File: src/rtl/error_corrector.sv
// Final RS(204,188) stage: buffers one codeword, applies the located error
// magnitudes and streams the corrected bytes out through a two-entry skid.
module error_corrector #(
    parameter int N  = 204,
    parameter int T  = 8,
    parameter int AW = 8
) (
    input  logic       clk,
    input  logic       rst_n,
    input  logic [7:0] din,
    input  logic       din_valid,
    output logic       din_ready,
    input  logic       corr_valid,
    input  logic       corr_fail,
    input  logic [7:0] el1,
    input  logic [7:0] el2,
    input  logic [7:0] el3,
    input  logic [7:0] el4,
    input  logic [7:0] el5,
    input  logic [7:0] el6,
    input  logic [7:0] el7,
    input  logic [7:0] el8,
    input  logic [7:0] em1,
    input  logic [7:0] em2,
    input  logic [7:0] em3,
    input  logic [7:0] em4,
    input  logic [7:0] em5,
    input  logic [7:0] em6,
    input  logic [7:0] em7,
    input  logic [7:0] em8,
    output logic [7:0] dout,
    output logic       dout_valid,
    input  logic       dout_ready,
    output logic       dout_sof,
    output logic       dout_eof,
    output logic       frame_fail,
    output logic [3:0] n_corr
);

    typedef enum logic [1:0] {LOAD, WAIT, OUT} state_t;

    localparam logic [7:0]    LAST_LOC = 8'(N - 1);
    localparam logic [AW-1:0] LAST_IDX = AW'(N - 1);

    state_t          state;
    logic [AW-1:0]   wr_ptr;
    logic [AW-1:0]   rd_ptr;
    logic            rd_done;
    logic [7:0]      el_q [T];
    logic [7:0]      em_q [T];
    logic            fail_q;

    logic [7:0]      mem [N];
    logic [7:0]      a_data;
    logic [AW-1:0]   a_k;
    logic            a_valid;

    logic [7:0]      el_in [T];
    logic [7:0]      em_in [T];
    logic [3:0]      cnt_in;
    logic            bad_in;
    logic [7:0]      pos;
    logic [7:0]      mask;
    logic            b_load;
    logic            issue;

    always_comb begin
        el_in[0] = el1; el_in[1] = el2; el_in[2] = el3; el_in[3] = el4;
        el_in[4] = el5; el_in[5] = el6; el_in[6] = el7; el_in[7] = el8;
        em_in[0] = em1; em_in[1] = em2; em_in[2] = em3; em_in[3] = em4;
        em_in[4] = em5; em_in[5] = em6; em_in[6] = em7; em_in[7] = em8;
    end

    // Slot classification of the incoming correction set: 255 is empty,
    // anything else beyond the last byte position is a bad location.
    always_comb begin
        cnt_in = '0;
        bad_in = 1'b0;
        for (int i = 0; i < T; i++) begin
            if (el_in[i] <= LAST_LOC) cnt_in = cnt_in + 4'd1;
            else if (el_in[i] != 8'hFF) bad_in = 1'b1;
        end
    end

    // Byte k carries the coefficient of x^(N-1-k).
    always_comb begin
        pos  = LAST_LOC - 8'(a_k);
        mask = '0;
        if (!fail_q) begin
            for (int i = 0; i < T; i++) begin
                if (el_q[i] <= LAST_LOC && el_q[i] == pos) mask = mask ^ em_q[i];
            end
        end
    end

    // A read may be issued only when the read-data stage is empty or drains
    // into the output register this cycle, so no fetched byte is overwritten.
    assign b_load = a_valid && (!dout_valid || dout_ready);
    assign issue  = (state == OUT) && !rd_done && (!a_valid || b_load);

    // NOTE: the codeword buffer and its read register hold pure data qualified
    // by the pointers and a_valid, so they are deliberately left without reset.
    always_ff @(posedge clk) begin
        if (state == LOAD && din_valid) mem[wr_ptr] <= din;
        if (issue) a_data <= mem[rd_ptr];
    end

    always_ff @(posedge clk or negedge rst_n) begin
        if (!rst_n) begin
            state      <= LOAD;
            wr_ptr     <= '0;
            rd_ptr     <= '0;
            rd_done    <= 1'b0;
            fail_q     <= 1'b0;
            for (int i = 0; i < T; i++) begin
                el_q[i] <= 8'hFF;
                em_q[i] <= 8'h00;
            end
            a_k        <= '0;
            a_valid    <= 1'b0;
            din_ready  <= 1'b1;
            dout       <= '0;
            dout_valid <= 1'b0;
            dout_sof   <= 1'b0;
            dout_eof   <= 1'b0;
            frame_fail <= 1'b0;
            n_corr     <= '0;
        end else begin
            case (state)
                LOAD: begin
                    if (din_valid) begin
                        if (wr_ptr == LAST_IDX) begin
                            wr_ptr    <= '0;
                            state     <= WAIT;
                            din_ready <= 1'b0;
                        end else begin
                            wr_ptr <= wr_ptr + 1'b1;
                        end
                    end
                end
                WAIT: begin
                    if (corr_valid) begin
                        for (int i = 0; i < T; i++) begin
                            el_q[i] <= el_in[i];
                            em_q[i] <= em_in[i];
                        end
                        fail_q     <= corr_fail;
                        n_corr     <= corr_fail ? 4'd0 : cnt_in;
                        frame_fail <= corr_fail | bad_in;
                        rd_ptr     <= '0;
                        rd_done    <= 1'b0;
                        state      <= OUT;
                    end
                end
                OUT: begin
                    if (dout_valid && dout_ready && dout_eof) begin
                        state     <= LOAD;
                        din_ready <= 1'b1;
                    end
                end
                default: state <= LOAD;
            endcase

            if (issue) begin
                a_k <= rd_ptr;
                if (rd_ptr == LAST_IDX) begin
                    rd_ptr  <= '0;
                    rd_done <= 1'b1;
                end else begin
                    rd_ptr <= rd_ptr + 1'b1;
                end
            end
            a_valid <= issue || (a_valid && !b_load);

            if (b_load) begin
                dout       <= a_data ^ mask;
                dout_valid <= 1'b1;
                dout_sof   <= (a_k == '0);
                dout_eof   <= (a_k == LAST_IDX);
            end else if (dout_ready) begin
                dout_valid <= 1'b0;
                dout_sof   <= 1'b0;
                dout_eof   <= 1'b0;
            end
        end
    end

endmodule

File: config.mk
export PLATFORM = sky130hd
export DESIGN_NAME = error_corrector
export DESIGN_NICKNAME = d
export VERILOG_FILES = /design/src/rtl/error_corrector.sv
export SDC_FILE = /design/constraint.sdc
export NUM_CORES = 2
export LEC_CHECK = 0
export CAP_MARGIN = 5
export CORE_MARGIN = 2
export CORE_UTILIZATION = 25
export DETAILED_ROUTE_END_ITERATION = 7
export SLEW_MARGIN = 20
export SYNTH_ARGS = -nofsm -noshare
export SYNTH_HDL_FRONTEND = slang
export SYNTH_SLANG_ARGS = --single-unit
export TNS_END_PERCENT = 10
File: constraint.sdc
create_clock -name clk -period 5.73 [get_ports clk]
set_clock_uncertainty 0.2 [all_clocks]
set_input_delay 0.573 -clock clk [delete_from_list [all_inputs] [get_ports clk]]
set_output_delay 0.573 -clock clk [all_outputs]
set_load 0.03 [all_outputs]
After elaboration in Yosys (flattened, before gate mapping)
Memory sizes are Yosys's and may differ from the RTL's. A register that Yosys moved wholly into a read port is not among the register bits.
Cells that the tools add are included.
{"block": "word_totals", "ff_bits": 174, "mem_bits_rw": 1632, "inputBits": 142, "out_inout_bits": 17, "elab_cells": 189, "memories": 1}
{"block": "classes", "n_addsub": 10, "magnitude_cmp": 16, "eq_ne": 25, "muxes": 65, "n_bitwise": 9, "n_reduce_logical": 33}
{"memory": "mem", "words": 204, "width": 8, "rd": 1, "rd_clocked_by_memory_dff": 1, "write_ports": 1, "line": "53", "source": "logic [7:0] mem [N];"}
{"operator": "8-bit 2-to-1 mux", "n": 21}
{"operator": "8-bit <= comparator (second input constant)", "n": 16}
{"operator": "8-bit equality test", "n": 8}
{"operator": "8-bit != test (second input constant)", "n": 8}
{"operator": "8-bit bitwise XOR", "n": 8}
{"operator": "4-bit 2-to-1 mux", "n": 8}
{"operator": "1-bit 2-to-1 mux", "n": 30}
{"operator": "4-bit by 1-bit adder with 4-bit output (second input constant)", "n": 7}
{"operator": "8-bit equality test (second input constant)", "n": 3}
{"operator": "8-bit by 1-bit adder with 8-bit output (second input constant)", "n": 2}
{"operator": "1-bit logical AND", "n": 15}
{"operator": "8-bit zero test", "n": 1}
{"operator": "2-bit 2-to-1 mux", "n": 4}
{"operator": "4-bit AND reduction", "n": 2}
{"operator": "2-bit nonzero test", "n": 4}
{"operator": "8-bit subtractor (first input constant)", "n": 1}
{"operator": "2-bit one-hot mux with 3 select lines", "n": 1}
{"operator": "2-bit AND reduction", "n": 3}
{"operator": "1-bit zero test", "n": 4}
{"operator": "2-bit by 1-bit != test with 1-bit output (second input constant)", "n": 2}
{"operator": "2-bit != test (second input constant)", "n": 2}
{"operator": "1-bit logical OR", "n": 3}
{"operator": "2-bit by 1-bit equality test with 1-bit output (second input constant)", "n": 1}
{"operator": "2-bit equality test (second input constant)", "n": 1}
{"operator": "other kinds (3)", "n": 3}

Longest topological paths before layout
{"block": "depth", "word_depth": 27, "mapped_depth": 22, "ltp_nobuf": 22}

Worst setup path before layout
No wires, ideal clock.
{"block": "synth_timing", "path_kind": "input port to flip-flop", "startpoint": "input port el2[3]", "endpoint": "register n_corr[1]", "setup_ns": 0.121, "arrival_ns": 4.068, "required_ns": 5.409, "setup_slack_ns": 1.341, "cell_stages": 20, "path_buffers": 0, "path_cell_list": "a211o_1 > nand3_1 > inv_1 > ha_1 > or2_2 > nand2_1 > ha_1 > nor2_1 > a31oi_1 > ha_1 > nand2_1 > nand2_1 > ha_1 > nor2_1 > a31oi_1 > ha_1 > mux2_2 > ha_1 > mux2_2 > a22o_1"}
{"block": "synth_via", "elab_chain_cells": 15}
{"element": "start: declaration", "line": "16", "source": "input logic [7:0] el2,"}
{"element": "8-bit <= comparator *", "line": "80", "source": "if (el_in[i] <= LAST_LOC) cnt_in = cnt_in + 4'd1;"}
{"element": "4-bit 2-to-1 mux *", "line": "80"}
{"element": "4-bit by 1-bit adder with 4-bit output", "line": "80"}
{"element": "4-bit 2-to-1 mux *", "line": "80"}
{"element": "4-bit by 1-bit adder with 4-bit output", "line": "80"}
{"element": "4-bit 2-to-1 mux *", "line": "80"}
{"element": "4-bit by 1-bit adder with 4-bit output", "line": "80"}
{"element": "4-bit 2-to-1 mux *", "line": "80"}
{"element": "4-bit by 1-bit adder with 4-bit output", "line": "80"}
{"element": "4-bit 2-to-1 mux *", "line": "80"}
{"element": "4-bit by 1-bit adder with 4-bit output", "line": "80"}
{"element": "4-bit 2-to-1 mux *", "line": "80"}
{"element": "4-bit by 1-bit adder with 4-bit output", "line": "80"}
{"element": "4-bit 2-to-1 mux *", "line": "80"}
{"element": "4-bit 2-to-1 mux *", "line": "148", "source": "n_corr <= corr_fail ? 4'd0 : cnt_in;"}
{"element": "end signal: assignment", "line": "148"}
{"element": "end: declaration", "line": "37", "source": "output logic [3:0] n_corr"}
Mark *: on every way between the ends. The rest lies on a longest branch, timed or not.
A chain may end at the register's enable or synchronous reset.

==> results.yml <==
run_status:
  status: "finished, final reports clean"
sta:
  fin_hold_ws_ps: 50.4
  timing.final.crit_share_pct: 82.1
  worst_pin_slew_ps: 1140
  layout_min_cycle_time_ps: 4700
  slew_violations: 0
  setup_violations: 0
  fmaxAchievable_mhz: 213
  rsz0062_at_grt: "false"
  tns_ps: 0
  max-slew-margin-rel_pct: 24.0
  worst_slack_ps: 1030
  hold_viol: 0
synth:
  ys_seq_area_share_pct: 73.5
  yosysTopAreaCellShare_pct: 67.4
  synth_edf_count: 1640
  synth_top_family_by_area: "multiplexers"
  ys.warnings.count: 0
  async_flop_share_pct: 9.59
  synthDistinctLibCells: 70
  syn-num-nets: 3784
  synth_xor_area_share_pct: 2.15
  syn-cell-area_um2: 73100
  synthAdderAreaFrac_pct: 0.257
  synth_compound_area_share_pct: 2.10
  ys_ff_latch: 1814
  yosys.area_share.simple_pct: 3.60
  avgSynthCellArea_um2: 20.1
  synth_area_leader_cell: "edfxtp_1"
  synthFlopType: "edfxtp_1"
  synth_area_leaders: "edfxtp_1 (67%), mux4_2 (15%), dfrtp_1 (3.7%), dfstp_2 (2.3%), mux2_2 (2.0%)"
  synthCells: 3627
  synthMuxAreaShare_pct: 17.2
critical_path:
  worstPathRequired_ps: 6030
  path_buf_inv: 2
  cp_common_cell: "mux4_2"
  criticalPathCategory: "reg2reg"
  crit_arrival_ps: 5000
  crit_family: "compound AO/OA/AOI/OAI gates"
  cp_slowest_cell: "dfrtp_4"
  crit_chain: "buf_12 -> buf_4 -> mux4_2 -> mux4_2 -> a22oi_1 -> nand2_1 -> a21oi_1 -> o221ai_1"
  cp_slowest_stage_delay_ps: 1050
  crit_fanout: 36
  worst_setup_path_start_kind: "register"
  crit_path_end_kind: "register"
global_routing:
  grt_max_degree: 205
  grt_use_met2_pct: 19.3
  grt_pass1_vias: 37000
  top_usage_layer: "met2"
  met3_usage_pct: 2.25
  grt_pass1_wl_um: 268000
  grt_usage_pct: 12.3
  antenna_found_initial: 7
  met1_usage_pct: 17.5
  gr-total-overflow: 0
cts:
  cts_resized: 0
  numCtsBuffers: 177
  clkSlewWorstSetupHoldPaths_ps: 70
  clkSinkCount: 1814
  htree_levels: 4
  root_buffer: "clkbuf_16"
  cts_tree: "done"
  clk_latency_ps: 810
  cts_buffer_depth: 3
detailed_routing:
  vias_per_cell: 4.62
  drc_errors: 0
  first_iter_violations: 4308
  antenna_left: 0
  vias: 36500
  wire_per_inst_um: 23.6
  wl_um: 186000
  first_pass_iters: 6
place:
  place_ws_ps: 486
  placed_cell_area_um2: 79600
  place.gp.congestion: 0.814
  port_buffers: 158
  dp_cells: 7566
  dp_hpwl_um: 116000
floorplanning:
  rows: 198
  core_um2: 291000
  initial_core_util_pct: 25.1
  die_h_um: 545
  dieArea_um2: 297000
  fp.dieW_um: 545
  ioPinCount: 159
final_layout:
  nets: 4007
  seq_area_um2: 53700
  nFillCells: 28300
  syn2layout_area_growth_pct: 16.9
  utilization_pct: 29.4
  multi_input_area_um2: 18500
  finalNonFillerCells: 7900
  fin_area_um2: 85400
  layout-drive-gt1-share_pct: 26.5
power_and_ir_drop:
  power_mw: 27.0
  p_leak_nw: 26.1
  p_per_area_nw_per_um2: 316
  peakVddDrop_v: 0.000330
min_path:
  hold_path_class: "in2reg"
run:
  max_cap_violations: 0
## cell families after synthesis
group / count (synthesis)
flip-flops: 1814
multiplexers: 634
AND/OR/NAND/NOR: 568
buffers and inverters: 225
AO/OA/AOI/OAI: 219
XOR/XNOR: 152
adder cells (fa/ha/maj): 15
## synth_stat cells, drive strengths merged (7+ instances only)
cell and count:
a211oi 15, a21oi 36, a22o 28, a22oi 27, a31oi 8, and2 9
and3 9, and4 7, buf 75, clkbuf 135, dfrtp 109, dfstp 65
edfxtp 1640, ha 15, inv 15, mux2 131, mux2i 17, mux4 486
nand2 129, nand2b 10, nand3 65, nand4 15, nor2 248, nor2b 15
nor3 8, nor3b 10, nor4 12, o2111ai 7, o21ai 47, or3 9
xnor2 84, xnor3 15, xor2 51
## flip-flops by register name, indices dropped and copies added, names as in the netlist, 8 cells and up
signal,count
el_q,64
dout,8
a_k,8
wr_ptr,8
rd_ptr,8
em_q,64
a_data,8
mem,1632
## path summary, 6_finish.rpt
check                               start     endpoint  slack (ps)  cells after the start
worst min register to register    dout[2]      dout[2]         290                      2
worst max-delay path            rd_ptr[0]    a_data[6]        1030                      8
max in group asynchronous           rst_n    n_corr[2]        3900                      3
min in group asynchronous           rst_n     em_q[18]         110                      2
worst min-delay path               din[0]  mem[175][0]          50                      1
worst max register to register  rd_ptr[0]    a_data[6]        1030                      8
## repair_timing
action / CTS / global route
hold endpoints to repair: 123 / 36
hold buffers: 3 / 1
setup buffers: 0 / 0
## final cells by class
class / instances / area share (%)
Clock buffer: 235 / 5.58
Sequential cell: 1814 / 62.8
Tap cell: 3900 / 5.71
Timing Repair Buffer: 254 / 2.98
Antenna cell: 1 / 0.00293
Inverter: 15 / 0.0659
Clock inverter: 93 / 1.12
Multi-Input combinational cell: 1588 / 21.7
## layout by cell type (no fill, tap or decap), types with 8 or more instances in the layout
cell type	n
clkbuf_1	49
xnor3_1	15
nand4_1	15
a31oi_1	8
inv_1	15
mux2i_1	17
a22o_1	28
buf_4	75
ha_1	15
bufinv_16	13
mux2_2	131
clkdlybuf4s50_1	149
a211oi_1	15
nand3_1	65
o21ai_0	44
and2_1	8
edfxtp_1	1640
nor2_1	241
nor2b_1	13
nor4_1	9
buf_6	8
dfstp_2	65
mux4_2	486
nand2_1	129
clkbuf_16	180
a22oi_1	27
buf_12	16
or3_1	9
a21oi_1	35
clkinv_1	30
clkinv_2	29
and3_1	9
nand2b_1	10
xnor2_1	84
dfrtp_1	105
xor2_1	51
## report_power, final
part	switching [mW]	leakage (nW)	internal (mW)
Clock	5.07	2.79	6.49
Sequential	0.0470	16.9	14.5
Combinational	0.626	6.47	0.249
Total	5.74	26.1	21.2
## metal layers
layer / share of wire, % / up-vias
li1: - / 15300
met1: 44 / 19600
met2: 47 / 1402
met3: 7.3 / 247
met4: 2.1 / 6
met5: 0.023 / -
(Power assumes the default switching activity.)
